--- src/rtl/axi_sasd_arbiter_if.sv ---
// Request and handshake bundle between the SASD channel muxes and the bus scheduler.
// The slave modport is the scheduler side; the master modport drives requests and handshakes.
interface axi_sasd_arbiter_if #(
    parameter int unsigned ADDR_W = 32
);
    logic              ARVALID_M0;
    logic              ARVALID_M1;
    logic              AWVALID_M1;
    logic [ADDR_W-1:0] ARADDR_M0;
    logic [ADDR_W-1:0] ARADDR_M1;
    logic [ADDR_W-1:0] AWADDR_M1;
    logic              ARREADY_M0;
    logic              ARREADY_M1;
    logic              AWREADY_M1;
    logic              RVALID_M0;
    logic              RREADY_M0;
    logic              RLAST_M0;
    logic              RVALID_M1;
    logic              RREADY_M1;
    logic              RLAST_M1;
    logic              WVALID_M1;
    logic              WREADY_M1;
    logic              WLAST_M1;
    logic              BVALID_M1;
    logic              BREADY_M1;
    logic [2:0]        gnt;
    logic [1:0]        slv_sel;
    logic              is_write;
    logic              busy;
    logic              timeout_err;

    modport master (
        output ARVALID_M0, ARVALID_M1, AWVALID_M1, ARADDR_M0, ARADDR_M1, AWADDR_M1,
        output ARREADY_M0, ARREADY_M1, AWREADY_M1,
        output RVALID_M0, RREADY_M0, RLAST_M0, RVALID_M1, RREADY_M1, RLAST_M1,
        output WVALID_M1, WREADY_M1, WLAST_M1, BVALID_M1, BREADY_M1,
        input  gnt, slv_sel, is_write, busy, timeout_err
    );

    modport slave (
        input  ARVALID_M0, ARVALID_M1, AWVALID_M1, ARADDR_M0, ARADDR_M1, AWADDR_M1,
        input  ARREADY_M0, ARREADY_M1, AWREADY_M1,
        input  RVALID_M0, RREADY_M0, RLAST_M0, RVALID_M1, RREADY_M1, RLAST_M1,
        input  WVALID_M1, WREADY_M1, WLAST_M1, BVALID_M1, BREADY_M1,
        output gnt, slv_sel, is_write, busy, timeout_err
    );
endinterface

--- src/rtl/axi_sasd_arbiter.sv ---
// SASD bus scheduler: round-robin grant of the shared AXI path to M0 read, M1 read, M1 write.
// Optional watchdog is built in when AXI_ARB_TIMEOUT_EN is defined.
module axi_sasd_arbiter #(
    parameter int unsigned ADDR_W      = 32,
    parameter logic [15:0] S0_TAG      = 16'h0000,
    parameter logic [15:0] S1_TAG      = 16'h0001,
    parameter int unsigned TIMEOUT_CYC = 1024
) (
    input logic               ACLK,
    input logic               ARESETn,
    axi_sasd_arbiter_if.slave bus
);
    typedef enum logic [2:0] {
        StIdle,
        StArWait,
        StRWait,
        StAwWait,
        StWWait,
        StBWait
    } state_e;

    state_e      r_state, w_state_d;
    logic [1:0]  r_ptr, w_ptr_d;
    logic [2:0]  r_gnt, w_gnt_d;
    logic [1:0]  r_slv_sel, w_slv_sel_d;
    logic        r_is_write, w_is_write_d;
    logic [2:0]  w_req;
    logic        w_win_vld;
    logic [1:0]  w_win;
    logic [15:0] w_tag;
    logic        w_ar_hs;
    logic        w_r_done;
    logic        w_timeout;
    logic        w_unused_addr;

    assign w_req = {bus.AWVALID_M1, bus.ARVALID_M1, bus.ARVALID_M0};

    // Scan downward from the farthest offset so the requester nearest the pointer wins.
    always_comb begin
        logic [2:0] idx;
        w_win_vld = 1'b0;
        w_win     = 2'd0;
        idx       = 3'd0;
        for (int i = 2; i >= 0; i--) begin
            idx = {1'b0, r_ptr} + 3'(i);
            if (idx > 3'd2) idx = idx - 3'd3;
            if (w_req[idx[1:0]]) begin
                w_win_vld = 1'b1;
                w_win     = idx[1:0];
            end
        end
    end

    always_comb begin
        case (w_win)
            2'd1:    w_tag = bus.ARADDR_M1[ADDR_W-1 -: 16];
            2'd2:    w_tag = bus.AWADDR_M1[ADDR_W-1 -: 16];
            default: w_tag = bus.ARADDR_M0[ADDR_W-1 -: 16];
        endcase
    end

    assign w_ar_hs  = r_gnt[1] ? (bus.ARVALID_M1 & bus.ARREADY_M1)
                               : (bus.ARVALID_M0 & bus.ARREADY_M0);
    assign w_r_done = r_gnt[1] ? (bus.RVALID_M1 & bus.RREADY_M1 & bus.RLAST_M1)
                               : (bus.RVALID_M0 & bus.RREADY_M0 & bus.RLAST_M0);

    always_comb begin
        w_state_d    = r_state;
        w_ptr_d      = r_ptr;
        w_gnt_d      = r_gnt;
        w_slv_sel_d  = r_slv_sel;
        w_is_write_d = r_is_write;
        case (r_state)
            StIdle: begin
                if (w_win_vld) begin
                    w_gnt_d      = 3'b001 << w_win;
                    w_is_write_d = (w_win == 2'd2);
                    w_ptr_d      = (w_win == 2'd2) ? 2'd0 : w_win + 2'd1;
                    w_state_d    = (w_win == 2'd2) ? StAwWait : StArWait;
                    if (w_tag == S0_TAG)      w_slv_sel_d = 2'd0;
                    else if (w_tag == S1_TAG) w_slv_sel_d = 2'd1;
                    else                      w_slv_sel_d = 2'd2;
                end
            end
            StArWait: if (w_ar_hs) w_state_d = StRWait;
            StRWait:  if (w_r_done) w_state_d = StIdle;
            StAwWait: if (bus.AWVALID_M1 && bus.AWREADY_M1) w_state_d = StWWait;
            StWWait:  if (bus.WVALID_M1 && bus.WREADY_M1 && bus.WLAST_M1) w_state_d = StBWait;
            StBWait:  if (bus.BVALID_M1 && bus.BREADY_M1) w_state_d = StIdle;
            default:  w_state_d = StIdle;
        endcase
        if (w_timeout) w_state_d = StIdle;
        // Leaving a grant drops it together with its qualifiers at the same edge.
        if (r_state != StIdle && w_state_d == StIdle) begin
            w_gnt_d      = 3'b000;
            w_slv_sel_d  = 2'd0;
            w_is_write_d = 1'b0;
        end
    end

    always_ff @(posedge ACLK or negedge ARESETn) begin
        if (!ARESETn) begin
            r_state    <= StIdle;
            r_ptr      <= 2'd0;
            r_gnt      <= 3'b000;
            r_slv_sel  <= 2'd0;
            r_is_write <= 1'b0;
        end else begin
            r_state    <= w_state_d;
            r_ptr      <= w_ptr_d;
            r_gnt      <= w_gnt_d;
            r_slv_sel  <= w_slv_sel_d;
            r_is_write <= w_is_write_d;
        end
    end

`ifdef AXI_ARB_TIMEOUT_EN
    localparam int unsigned CntW = $clog2(TIMEOUT_CYC + 1);

    logic [CntW-1:0] r_cnt, w_cnt_d;
    logic            r_timeout_err;

    assign w_timeout = (r_state != StIdle) && (r_cnt == CntW'(TIMEOUT_CYC - 1));
    assign w_cnt_d   = (r_state == StIdle || w_state_d != r_state) ? '0 : r_cnt + CntW'(1);

    always_ff @(posedge ACLK or negedge ARESETn) begin
        if (!ARESETn) begin
            r_cnt         <= '0;
            r_timeout_err <= 1'b0;
        end else begin
            r_cnt         <= w_cnt_d;
            r_timeout_err <= w_timeout;
        end
    end

    assign bus.timeout_err = r_timeout_err;
`else
    logic w_unused_cfg;

    assign w_unused_cfg    = (TIMEOUT_CYC != 0);
    assign w_timeout       = 1'b0;
    assign bus.timeout_err = 1'b0;
`endif

    assign w_unused_addr = ^{bus.ARADDR_M0[ADDR_W-17:0], bus.ARADDR_M1[ADDR_W-17:0],
                             bus.AWADDR_M1[ADDR_W-17:0]};

    assign bus.gnt      = r_gnt;
    assign bus.slv_sel  = r_slv_sel;
    assign bus.is_write = r_is_write;
    assign bus.busy     = |r_gnt;
endmodule
--- src/flat_wrapper.sv ---
// flat-port wrapper written by rule: the top's interface ports become plain ports
module axi_sasd_arbiter_flat 
#(
    parameter int unsigned ADDR_W      = 32,
    parameter logic [15:0] S0_TAG      = 16'h0000,
    parameter logic [15:0] S1_TAG      = 16'h0001,
    parameter int unsigned TIMEOUT_CYC = 1024
)
  (ACLK, ARESETn, bus_ARVALID_M0, bus_ARVALID_M1, bus_AWVALID_M1, bus_ARADDR_M0, bus_ARADDR_M1, bus_AWADDR_M1, bus_ARREADY_M0, bus_ARREADY_M1, bus_AWREADY_M1, bus_RVALID_M0, bus_RREADY_M0, bus_RLAST_M0, bus_RVALID_M1, bus_RREADY_M1, bus_RLAST_M1, bus_WVALID_M1, bus_WREADY_M1, bus_WLAST_M1, bus_BVALID_M1, bus_BREADY_M1, bus_gnt, bus_slv_sel, bus_is_write, bus_busy, bus_timeout_err);
  axi_sasd_arbiter_if #(.ADDR_W(ADDR_W)) bus_i ();
  input logic ACLK;
  input logic ARESETn;
  input wire logic [$bits(bus_i.ARVALID_M0)-1:0] bus_ARVALID_M0;
  input wire logic [$bits(bus_i.ARVALID_M1)-1:0] bus_ARVALID_M1;
  input wire logic [$bits(bus_i.AWVALID_M1)-1:0] bus_AWVALID_M1;
  input wire logic [$bits(bus_i.ARADDR_M0)-1:0] bus_ARADDR_M0;
  input wire logic [$bits(bus_i.ARADDR_M1)-1:0] bus_ARADDR_M1;
  input wire logic [$bits(bus_i.AWADDR_M1)-1:0] bus_AWADDR_M1;
  input wire logic [$bits(bus_i.ARREADY_M0)-1:0] bus_ARREADY_M0;
  input wire logic [$bits(bus_i.ARREADY_M1)-1:0] bus_ARREADY_M1;
  input wire logic [$bits(bus_i.AWREADY_M1)-1:0] bus_AWREADY_M1;
  input wire logic [$bits(bus_i.RVALID_M0)-1:0] bus_RVALID_M0;
  input wire logic [$bits(bus_i.RREADY_M0)-1:0] bus_RREADY_M0;
  input wire logic [$bits(bus_i.RLAST_M0)-1:0] bus_RLAST_M0;
  input wire logic [$bits(bus_i.RVALID_M1)-1:0] bus_RVALID_M1;
  input wire logic [$bits(bus_i.RREADY_M1)-1:0] bus_RREADY_M1;
  input wire logic [$bits(bus_i.RLAST_M1)-1:0] bus_RLAST_M1;
  input wire logic [$bits(bus_i.WVALID_M1)-1:0] bus_WVALID_M1;
  input wire logic [$bits(bus_i.WREADY_M1)-1:0] bus_WREADY_M1;
  input wire logic [$bits(bus_i.WLAST_M1)-1:0] bus_WLAST_M1;
  input wire logic [$bits(bus_i.BVALID_M1)-1:0] bus_BVALID_M1;
  input wire logic [$bits(bus_i.BREADY_M1)-1:0] bus_BREADY_M1;
  output wire logic [$bits(bus_i.gnt)-1:0] bus_gnt;
  output wire logic [$bits(bus_i.slv_sel)-1:0] bus_slv_sel;
  output wire logic [$bits(bus_i.is_write)-1:0] bus_is_write;
  output wire logic [$bits(bus_i.busy)-1:0] bus_busy;
  output wire logic [$bits(bus_i.timeout_err)-1:0] bus_timeout_err;
  assign bus_i.ARVALID_M0 = bus_ARVALID_M0;
  assign bus_i.ARVALID_M1 = bus_ARVALID_M1;
  assign bus_i.AWVALID_M1 = bus_AWVALID_M1;
  assign bus_i.ARADDR_M0 = bus_ARADDR_M0;
  assign bus_i.ARADDR_M1 = bus_ARADDR_M1;
  assign bus_i.AWADDR_M1 = bus_AWADDR_M1;
  assign bus_i.ARREADY_M0 = bus_ARREADY_M0;
  assign bus_i.ARREADY_M1 = bus_ARREADY_M1;
  assign bus_i.AWREADY_M1 = bus_AWREADY_M1;
  assign bus_i.RVALID_M0 = bus_RVALID_M0;
  assign bus_i.RREADY_M0 = bus_RREADY_M0;
  assign bus_i.RLAST_M0 = bus_RLAST_M0;
  assign bus_i.RVALID_M1 = bus_RVALID_M1;
  assign bus_i.RREADY_M1 = bus_RREADY_M1;
  assign bus_i.RLAST_M1 = bus_RLAST_M1;
  assign bus_i.WVALID_M1 = bus_WVALID_M1;
  assign bus_i.WREADY_M1 = bus_WREADY_M1;
  assign bus_i.WLAST_M1 = bus_WLAST_M1;
  assign bus_i.BVALID_M1 = bus_BVALID_M1;
  assign bus_i.BREADY_M1 = bus_BREADY_M1;
  assign bus_gnt = bus_i.gnt;
  assign bus_slv_sel = bus_i.slv_sel;
  assign bus_is_write = bus_i.is_write;
  assign bus_busy = bus_i.busy;
  assign bus_timeout_err = bus_i.timeout_err;
  axi_sasd_arbiter #(.ADDR_W(ADDR_W), .S0_TAG(S0_TAG), .S1_TAG(S1_TAG), .TIMEOUT_CYC(TIMEOUT_CYC)) u_core (.ACLK(ACLK), .ARESETn(ARESETn), .bus(bus_i));
endmodule
--- config.mk ---
export PLATFORM = sky130hd
export DESIGN_NAME = axi_sasd_arbiter_flat
export DESIGN_NICKNAME = d
export VERILOG_FILES = /design/src/rtl/axi_sasd_arbiter_if.sv /design/src/rtl/axi_sasd_arbiter.sv /design/src/flat_wrapper.sv
export SDC_FILE = /design/constraint.sdc
export NUM_CORES = 1
export LEC_CHECK = 0
export ABC_AREA = 1
export CAP_MARGIN = 25
export CORE_ASPECT_RATIO = 0.75
export CORE_UTILIZATION = 26
export CTS_CLUSTER_DIAMETER = 200
export CTS_CLUSTER_SIZE = 30
export DETAILED_ROUTE_END_ITERATION = 12
export PLACE_DENSITY = 0.76
export SYNTH_ARGS = -nofsm -noshare
export SYNTH_HDL_FRONTEND = slang
export SYNTH_SLANG_ARGS = --single-unit
--- constraint.sdc ---
create_clock -name ACLK -period 2.4 [get_ports ACLK]
set_input_delay 0.36 -clock ACLK [delete_from_list [all_inputs] [get_ports ACLK]]
set_output_delay 0.36 -clock ACLK [all_outputs]
set_load 0.005 [all_outputs]
Word level (Yosys, flattened, before mapping)

Cells that the tools add are included.

Register bits after elaboration: 11
Bits of input ports: 115
Output and inout bits: 8
Logic and storage cells: 84

Add/subtract/negate cells: 6
Magnitude comparators: 6
Equality and inequality tests: 8
Shift-type cells: 1
Multiplexer cells: 38
Bitwise operators: 6
Reduce and logical (&&, ||, !) cells: 14

Operators by type and width:

| operator                                                      | count |
|---|---|
| one-hot mux 16 bit (2 select lines)                           | 1 |
| two-way mux 3 bit                                             | 9 |
| two-way mux 2 bit                                             | 13 |
| one-hot mux 3 bit (6 select lines)                            | 1 |
| == test 16 x 1 -> 1 bit, second input constant                | 1 |
| zero test 16 bit                                              | 1 |
| two-way mux 1 bit                                             | 11 |
| less-than comparator 2 x 3 -> 1 bit, second input constant    | 3 |
| bitwise AND 1 bit                                             | 6 |
| binary-select mux 1 bit (select 2 bit)                        | 3 |
| == test 3 x 2 -> 1 bit, second input constant                 | 2 |
| == test 3 bit, second input constant                          | 2 |
| greater-than comparator 3 x 2 -> 1 bit, second input constant | 2 |
| zero test 3 bit                                               | 2 |
| subtractor 2 bit, second input constant                       | 3 |
| logical AND 1 bit                                             | 5 |
| AND reduction 2 bit                                           | 2 |
| nonzero test 2 bit                                            | 2 |
| adder 2 x 1 -> 3 bit, second input constant                   | 1 |
| adder 2 x 2 -> 3 bit, second input constant                   | 1 |
| == test 3 x 1 -> 1 bit, second input constant                 | 1 |
| nonzero test 3 bit                                            | 1 |
| OR reduction 3 bit                                            | 1 |
| << shifter 1 x 2 -> 3 bit, first input constant               | 1 |
| other kinds (4)                                               | 4 |

Logic depth before layout (Yosys ltp)

Depth in word-level cells: 16
Gate-level depth with buffers: 24
Depth with buffers taken out: 23

Least setup slack after synthesis

OpenSTA, ideal clock, no wires.

Kind: register -> register
Start: register u_core.r_ptr[0]
End: register u_core.r_slv_sel[0], in the netlist u_core.bus.slv_sel[0]
Setup time: 69 ps
Arrival time: 2416 ps
Required time: 2331 ps
Path slack: -85 ps
Stages on the path, launching flop included: 22
Buffers on the path: 1
Period minus slack after synthesis: 2485 ps
Cells stage by stage: dfrtp_1 > inv_1 > ha_1 > nand2_1 > nand2_1 > o21ai_2 > nor2_4 > a21oi_1 > inv_1 > ha_1 > buf_2 > nand2_1 > nand2_1 > nand2_1 > nand2_1 > nor2_1 > nand2_1 > nor2_1 > nand2_1 > nand2_1 > nand2_1 > nor2_2

Word-level cells in the longest chain between the ends: 16
Elaborated cells on any way between the ends: 41
Those cells by class: 5 x add/sub; 3 x order compare; 3 x eq/ne; 24 x mux; 6 x reduce/logical

Ends and longest elaborated chain:

| what                                                                       | line                                           | source |
|---|---|---|
| start, declared                                                            | axi_sasd_arbiter.sv:23                         | `logic [1:0] r_ptr, w_ptr_d;` |
| start signal, assigned                                                     | axi_sasd_arbiter.sv:110                        | `r_ptr <= w_ptr_d;` |
| adder 2 x 2 -> 3 bit                                                       | axi_sasd_arbiter.sv:45                         | `idx = {1'b0, r_ptr} + 3'(i);` |
| greater-than comparator 3 x 2 -> 1 bit or subtractor 2 bit (tied branches) | axi_sasd_arbiter.sv:46                         | `if (idx > 3'd2) idx = idx - 3'd3;` |
| two-way mux 2 bit                                                          | axi_sasd_arbiter.sv:46                         |  |
| binary-select mux 1 bit (select 2 bit)                                     | axi_sasd_arbiter.sv:47                         | `if (w_req[idx[1:0]]) begin` |
| two-way mux 1 bit (not written as such)                                    | axi_sasd_arbiter.sv:47                         |  |
| two-way mux 2 bit (3 in a row)                                             | axi_sasd_arbiter.sv:47                         |  |
| == test 2 bit or == test 2 x 1 -> 1 bit (tied branches)                    | axi_sasd_arbiter.sv:55, axi_sasd_arbiter.sv:79 |  |
| one-hot mux 16 bit (2 select lines) or two-way mux 2 bit (tied branches)   | axi_sasd_arbiter.sv:55, axi_sasd_arbiter.sv:79 |  |
| == test 16 x 1 -> 1 bit or two-way mux 3 bit (tied branches)               | axi_sasd_arbiter.sv:81, axi_sasd_arbiter.sv:75 |  |
| two-way mux 2 bit or one-hot mux 3 bit (6 select lines) (tied branches)    | axi_sasd_arbiter.sv:81, axi_sasd_arbiter.sv:73 |  |
| two-way mux 2 bit or zero test 3 bit (tied branches)                       | axi_sasd_arbiter.sv:80, axi_sasd_arbiter.sv:94 |  |
| two-way mux 2 bit or logical AND 1 bit (tied branches)                     | axi_sasd_arbiter.sv:75, axi_sasd_arbiter.sv:94 |  |
| two-way mux 2 bit or nonzero test 2 bit (tied branches)                    | n/a                                            |  |
| two-way mux 2 bit or AND reduction 2 bit (tied branches)                   | n/a                                            |  |
| end signal, assigned                                                       | axi_sasd_arbiter.sv:112                        | `r_slv_sel <= w_slv_sel_d;` |
| end, declared                                                              | axi_sasd_arbiter.sv:25                         | `logic [1:0] r_slv_sel, w_slv_sel_d;` |

Parallel ways exist; a longest one is shown, timed or not. The select of a mux whose other input is x is not followed.
A chain may end at the register's enable or synchronous reset.

Worst setup path in the final report

Ends and elaborated chain as after synthesis.

==> results.json <==
{
  "clkTransAtPathRegs_ns": 0.05,
  "wl_per_cell_um": 10.3,
  "worst_slack_ns": -0.0718,
  "firstDrtPassIters": 4,
  "hp-class": "input port to asynchronous set/reset pin",
  "arrival_ns": 2.59,
  "rsz0062_at_grt": "yes",
  "synth_area_mm2": 0.00120,
  "clk_latency_ns": 0.23,
  "clk_path_buf_depth": 2,
  "failed_checks": "negative setup slack",
  "grt_pass1_wl_mm": 6.02,
  "rows": 21,
  "die_y_um": 60.9,
  "maxCapViolCount": 0,
  "cts_hold_buf": 0,
  "postSynthCellCount": 195,
  "syn_to_final_growth_pct": 97.5,
  "yosysUniqueCellTypes": 29,
  "drive_gt1_frac": 0.272,
  "layout.nets": 413,
  "synth_warnings": 0,
  "via_count": 1530,
  "post-route-min-period_ns": 2.47,
  "grt_max_degree": 11,
  "drc": 0,
  "synth-seq-area-share": 0.208,
  "grt_pass1_vias": 1505,
  "place.gp.congestion": 0.743,
  "outcome": "finished, violations left",
  "drv_slew": 0,
  "start_util": 0.271,
  "end_kind": "flip-flop",
  "io_buffers": 73,
  "finalSetupViolCount": 2,
  "synth_fp_nets": 317,
  "die_area_mm2": 0.00490,
  "syn_area_per_cell_um2": 6.17,
  "ir_worst_vdd_uv": 663,
  "drtAntennaViolNets": 0,
  "ys_ff_latch": 10,
  "leakagePower_nw": 1.06,
  "htreeDepth": 1,
  "fin_crit_sh": 1.03,
  "diodes": 0,
  "fill_cells": 434,
  "cts_tree": "done",
  "grt-ovfl-total": 0,
  "track_usage": 0.156,
  "required_ns": 2.52,
  "numCtsBuffers": 3,
  "fmax_mhz": 405,
  "wl_mm": 3.57,
  "fp.coreArea_mm2": 0.00444,
  "finalHoldViolCount": 0,
  "tns_ns": -0.122,
  "die_x_um": 80.5,
  "antenna_found_initial": 0,
  "crit_path_start_kind": "flip-flop",
  "io_pins": 123,
  "whs_ns": 0.441,
  "numClockSinks": 10,
  "critPathKind": "flip-flop to flip-flop",
  "p_per_area_mw_per_mm2": 1330,
  "final_common_cell": "clkdlybuf4s50_1",
  "worstPathMaxFanout": 6,
  "clock_skew_ns": 0.000400,
  "dp_hpwl_mm": 2.79,
  "clock-root-buffer": "clkbuf_8",
  "viasPerCell": 4.41,
  "drt_iter0_drc": 12,
  "ff2ff_path_depth": 19,
  "mostFrequentLayoutCells": "clkdlybuf4s50_1, nand2_1, nor2_1, buf_4"
}
[cells in the mapped netlist, drive strengths merged]
cell,count,area share
o21ai,10,0.045
nand4,5,0.026
nor3,3,0.012
dfrtp,10,0.21
buf,5,0.025
nor2,29,0.11
a21oi,6,0.037
or3,1,0.0052
nand2,79,0.27
nand3,19,0.11
inv,17,0.055
conb,1,0.0031
o31ai,1,0.0062
ha,7,0.073
or2,2,0.010
[metal layers]
layer  track usage  vias up  wire (um)
met5             0        -          0
met4        0.0153        0          0
met3        0.0271        0        275
met2         0.294       63       1680
met1         0.193      655       1610
li1              -      812          -
[report_power, final]
part / switching [mW] / internal, mW
registers: 0.0528 / 0.241
logic: 1.38 / 1.26
clock network: 0.0642 / 0.144
[path summary, 6_finish.rpt]
path	from	to	slack, ns
max	u_core.r_ptr[0]	u_core.bus.slv_sel[0]	-0.07
min	ARESETn	u_core.r_state[2]	0.44
max reg2reg	u_core.r_ptr[0]	u_core.bus.slv_sel[0]	-0.07
min reg2reg	u_core.bus.slv_sel[1]	u_core.bus.slv_sel[1]	0.55
max in group asynchronous	ARESETn	u_core.bus.slv_sel[1]	1.65
min in group ACLK	u_core.bus.slv_sel[1]	u_core.bus.slv_sel[1]	0.55
[what timing repair did]
action	in CTS	in global routing
endpoints found under the hold margin	0	0
endpoints found under the setup margin	5	5
buffers inserted	7	0
gates resized for setup	42	2
pin swaps	12	4
[registers in the layout, summed over array words and instances (netlist names)]
register and cells:
u_core.r_state 3, u_core.bus.gnt 2, u_core.r_ptr 2, u_core.bus.slv_sel 2, u_core.bus.is_write 1
[critical path, cell delays in order, from the launching register on]
cell and delay [ns]:
dfrtp_1 0.38, buf_4 0.14, ha_4 0.17, inv_2 0.10, nand3_2 0.12, nand3_4 0.13
nor2_4 0.06, a21oi_4 0.24, buf_6 0.14, ha_4 0.17, buf_6 0.12, o21ai_0 0.07
nand3_1 0.10, nand2_2 0.07, nand2_1 0.06, nor2_1 0.04, nand2_1 0.09, nand2_1 0.06
nand2_1 0.08, nor2_2 0.03
[per-stage QoR]
stage                      util  cells  power (mW)  instance area (um2)  worst slack, ns
after global routing      0.535    347        3.46                 2370           -0.245
after CTS                 0.534    347        3.15                 2370          -0.0616
final                     0.535    347        3.15                 2370          -0.0718
after global placement    0.475    336        2.37                 2110           -0.410
after detailed placement  0.475    336        2.40                 2110           -0.459
after floorplan               -    195        1.72                 1220          0.00876
[logic make-up (layout without fill, tap and decap cells)]
logic type / Yosys count / in the layout / synth area share
adders and majority gates: 7 / 7 / 0.0728
buffers and inverters: 22 / 117 / 0.0801
AOI/OAI and AO/OA: 17 / 17 / 0.0884
DFF: 10 / 10 / 0.208
other: 1 / 1 / 0.00312
and+or+nand+nor: 138 / 138 / 0.547
[final cells by class]
type                    instances  area (um2)  area share
well taps                      57        71.3      0.0300
clock buffers                   4        55.1      0.0232
inverters                      17        68.8      0.0290
repair buffers                 96         925       0.389
multi-input cells             163        1000       0.423
flip-flops and latches         10         250       0.105
Power figures use the tool's default switching activity.
